### src/rtl/oam_dma_ctrl.sv
// Sprite DMA engine: a CPU write to the DMA register halts the CPU and copies
// one 256-byte page of CPU memory into PPU OAM. It takes one HALT cycle and an
// optional ALIGN cycle, then 256 READ/WRITE pairs. The total is 513 or 514
// cpu_ce cycles, depending on the CPU cycle parity.
module oam_dma_ctrl #(
  parameter logic [15:0] DMA_REG_ADDR = 16'h4014,
  parameter int          MEM_LATENCY  = 1
) (
  input  logic        clk,
  input  logic        reset,
  input  logic        cpu_ce,
  input  logic [15:0] cpu_addr,
  input  logic        cpu_wr,
  input  logic [7:0]  cpu_data,
  output logic [15:0] mem_addr,
  output logic        mem_rd,
  input  logic [7:0]  mem_data,
  output logic        cpu_halt,
  output logic        dma_busy,
  output logic        oam_dma,
  output logic [7:0]  oam_addr,
  output logic [7:0]  oam_data_out
);

  // The READ/WRITE pairing assumes read data returns on the very next cpu_ce.
  generate
    if (MEM_LATENCY != 1) begin : g_bad_latency
      $error("oam_dma_ctrl: only MEM_LATENCY == 1 is supported");
    end
  endgenerate

  typedef enum logic [2:0] {
    IDLE,
    HALT,
    ALIGN,
    READ,
    WRITE
  } state_t;

  state_t     state, state_nxt;
  logic [7:0] page, page_nxt;
  logic [7:0] idx, idx_nxt;
  logic       parity;
  logic       trigger;

  assign trigger = cpu_ce && cpu_wr && (cpu_addr == DMA_REG_ADDR) && (state == IDLE);

  // Next-state logic: every transition is qualified by cpu_ce.
  always_comb begin
    // NOTE: every variable gets a default first, so no path can leave one unassigned and infer a latch.
    state_nxt = state;
    page_nxt  = page;
    idx_nxt   = idx;
    if (cpu_ce) begin
      unique case (state)
        IDLE: begin
          if (trigger) begin
            state_nxt = HALT;
            page_nxt  = cpu_data;
            idx_nxt   = 8'h00;
          end
        end
        HALT:  state_nxt = parity ? ALIGN : READ;
        ALIGN: state_nxt = READ;
        READ:  state_nxt = WRITE;
        WRITE: begin
          if (idx == 8'hFF) begin
            state_nxt = IDLE;
          end else begin
            state_nxt = READ;
            idx_nxt   = idx + 8'h01;
          end
        end
        default: state_nxt = IDLE;
      endcase
    end
  end

  // State, page, index and the free-running CPU parity flop.
  always_ff @(posedge clk) begin
    // NOTE: sequential state uses non-blocking assignments so every flop samples pre-edge values.
    if (reset) begin
      state  <= IDLE;
      page   <= 8'h00;
      idx    <= 8'h00;
      parity <= 1'b0;
    end else begin
      state <= state_nxt;
      page  <= page_nxt;
      idx   <= idx_nxt;
      if (cpu_ce) begin
        parity <= ~parity;
      end
    end
  end

  // Outputs decode from the registered state, so they hold between cpu_ce pulses.
  // The OAM strobe is the one exception: it is confined to the cpu_ce clock of a WRITE.
  always_comb begin
    cpu_halt     = (state != IDLE);
    dma_busy     = (state != IDLE);
    mem_rd       = (state == READ);
    mem_addr     = (state == READ) ? {page, idx} : 16'h0000;
    oam_dma      = (state == WRITE) && cpu_ce;
    oam_addr     = (state == WRITE) ? idx : 8'h00;
    oam_data_out = (state == WRITE) ? mem_data : 8'h00;
  end

endmodule

### config.mk
export PLATFORM = sky130hd
export DESIGN_NAME = oam_dma_ctrl
export DESIGN_NICKNAME = d
export VERILOG_FILES = /design/src/rtl/oam_dma_ctrl.sv
export SDC_FILE = /design/constraint.sdc
export NUM_CORES = 1
export LEC_CHECK = 0
export ABC_AREA = 1
export CAP_MARGIN = 20
export CELL_PAD_IN_SITES_DETAIL_PLACEMENT = 1
export CELL_PAD_IN_SITES_GLOBAL_PLACEMENT = 1
export CORE_ASPECT_RATIO = 0.8
export CORE_MARGIN = 10
export CORE_UTILIZATION = 25
export CTS_BUF_LIST = sky130_fd_sc_hd__clkbuf_16
export DETAILED_ROUTE_END_ITERATION = 6
export GPL_ROUTABILITY_DRIVEN = 1
export HOLD_SLACK_MARGIN = 0.08
export PLACE_DENSITY = 0.92
export SETUP_SLACK_MARGIN = 0.5
export SYNTH_ARGS = -nofsm -noshare
export SYNTH_HDL_FRONTEND = slang
export SYNTH_SLANG_ARGS = --single-unit
### constraint.sdc
create_clock -name clk -period 1.5 [get_ports clk]
set_input_delay 0.15 -clock clk [delete_from_list [all_inputs] [get_ports clk]]
set_output_delay 0.15 -clock clk [all_outputs]
set_load 0.01 [all_outputs]
==> impl_metrics.yaml <==
outcome:
  run_status: "complete, but fails checks"
  violations: "negative setup slack"
synthesis:
  synth_mux_area_share_pct: 0
  yosys_warnings: 0
  seq_area_frac_synth_pct: 29.7
  ys_ff_latch: 20
  synth_fa_ha_area_share_pct: 0.927
  yosysUniqueCellTypes: 23
  synthesis.area_um2: 1350
  synthXorXnorAreaFrac_pct: 0.649
  synth_compound_area_share_pct: 8.16
  synth_top_family_by_area: "simple AND/OR/NAND/NOR gates"
  synth-simple-area-share_pct: 44.2
  netlist_instances: 236
  synth_nets: 273
  synth_area_per_cell_um2: 5.72
timing:
  period_minus_slack_ps: 1720
  rsz0062_at_grt: "yes"
  finalCritPeriodShare_pct: 114
  max_freq_mhz: 583
  worst-slew-pin-transition_ps: 641
  finClkSkew_ps: 5.62
  slew_viol_final: 0
  hold_viol: 0
  hold_slack_ps: 433
  setup_slack_ps: -215
  setup-violations-final: 52
  slew_headroom_pct: 57.2
cts:
  clkLatencyLatePin_ps: 260
  tritoncts: "built"
  clockBufferDepth: 2
  clockRootBuffer: "clkbuf_16"
  clkTransAtPathRegs_ps: 60
  cts_buffers: 3
  clkSinkCount: 20
  cts_hold_repair.buffers: 0
  htreeDepth: 1
drt:
  drc: 0
  via_count: 2094
  drtAntennaViolNets: 0
  wl_per_cell_um: 22.6
  drt-initial-drc-count: 80
  wl_mm: 9.27
  vias_per_cell: 5.11
  drt-pass1-iter-count: 4
power:
  combPwrFrac_pct: 12.5
  p_total_mw: 1.46
  switching_share_pct: 20.6
  power.leakage_nw: 1.27
  pwr-share-seq_pct: 36.5
  irDropWorstVdd_mv: 0.513
  p_per_area_nw_per_um2: 463
  internal_power_mw: 1.16
  power_frac_clock_pct: 51.0
  switchingPower_uw: 301
final_layout:
  final_cell_count_no_fill: 410
  area_growth_pct: 134
  final_net_count: 386
  layout_commonest_cell: "buf_6"
  layout_common_cells: "47 x buf_6, 35 x inv_1, 35 x nor2_4"
  final_util_pct: 61.7
  diodes: 0
  drive_gt1_share_pct: 51.4
global_routing:
  grt_pass1_vias: 2088
  grt-ovfl-total: 0
  grt_usage_pct: 15.9
  grt_max_degree: 24
  grt_pass1_wl_mm: 11.1
  grt_antenna_before_repair: 0
critical_path:
  cp_max_fo: 8
  cpPeakStageDelay_ps: 340
  startpoint_type: "flop"
  crit_buf_inv: 5
  cp.arrival_ps: 1900
  worstSetupEndpointType: "flop"
  worst_path_max_delay_cell: "dfxtp_2"
  crit_family: "simple AND/OR/NAND/NOR gates"
  crit_chain: "buf_6 > nor2_4 > buf_6 > inv_6 > nor2_4 > buf_6 > nand3_4 > clkinv_8 > nor2_4 > nor2_2"
  crit_type: "reg2reg"
  required_ps: 1680
place:
  gp_congestion: 0.842
  dp_cells: 374
  dp_hpwl_mm: 4.47
  port_buffers: 71
die:
  floorplan.initialDensity_pct: 26.4
  die_w_um: 102
  die_h_um: 85.7
  core_um2: 5120
  ios: 72
  dieArea_um2: 8760
  num_rows: 23
flow_run:
  maxCapViolations: 0
hold_path:
  min_path_type: "in2reg"
## metrics by stage
stage | setup TNS [ps] | setup slack (ps) | area (um2)
floorplan | 0 | 232 | 1550
global placement | -3490 | -148 | 2380
detailed placement | -5380 | -221 | 2380
CTS | -1690 | -96.6 | 2710
global route | -8570 | -286 | 3160
finish | -5580 | -215 | 3160
## path summary, 6_finish.rpt
path                start       to  slack, ps  cells past startpoint
max              state[1]  page[7]       -220                     10
min          cpu_addr[10]  page[5]        430                      5
max reg2reg      state[1]  page[7]       -220                     10
min reg2reg       page[2]  page[2]        500                      2
## what timing repair did
action,4_1_cts,5_1_grt
endpoints found under the hold margin,0,0
endpoints found under the setup margin,55,55
pin swaps,8,36
setup buffers,16,10
cloned,2,4
resized for setup,181,107
## power by group through the flow
stage	Combinational [mW]	Sequential, mW	Clock [mW]
after floorplan	0.0382	0.547	0
after global placement	0.142	0.548	0
after detailed placement	0.147	0.548	0
after CTS	0.157	0.536	0.732
after global routing	0.190	0.534	0.765
final	0.182	0.534	0.747
## cell families (layout without fill, tap and decap cells)
| kind of cell | count (synthesis) | after routing |
|---|---|---|
| xor gates and xnor gates | 1 | 1 |
| DFF | 20 | 20 |
| and+or+nand+nor | 141 | 143 |
| buffers and inverters | 52 | 162 |
| AOI/OAI and AO/OA | 21 | 21 |
| adders and majority gates | 1 | 1 |
## final cells by class
cell class                 instances  area, um2
fill                             606       1960
sequential                        20        409
tap                               62       77.6
multi-input combinational        166       1190
timing repair buffer             113       1140
timing repair inverter             1       11.3
inverter                          44        215
clock buffer                       3       75.1
clock inverter                     1       30.0
## per-layer routing
metal	vias up	GRT usage, %	share of wire, %
li1	943	-	-
met5	-	0	0
met2	98	28.5	51
met3	25	5.77	8.1
met1	1028	16.4	37
met4	0	6.27	3.3
## state kept, by name (all words and copies together), names as in the netlist
signal and cells:
idx 8, page 8, parity 1, state 3
## cell usage after synthesis (all sizes together)
master,instances,area [um2]
nor2,79,314
inv,43,161
nand2,40,153
dfxtp,20,400
nand3,11,65.1
o21ai,11,55.1
a21oi,8,40.0
nand4,7,43.8
buf,6,47.5
nor3,3,15.0
clkbuf,2,7.51
o211ai,2,15.0
clkinv,1,5.00
ha,1,12.5
nor4,1,6.26
xnor2,1,8.76
## tightest hold or removal path, delay by kind of cell
family	cells	cell delay (ps)
AND/OR/NAND/NOR	3	290
AO/OA/AOI/OAI	1	60
buffers and inverters	1	150
Note: power is estimated with default switching activity, not from simulation.
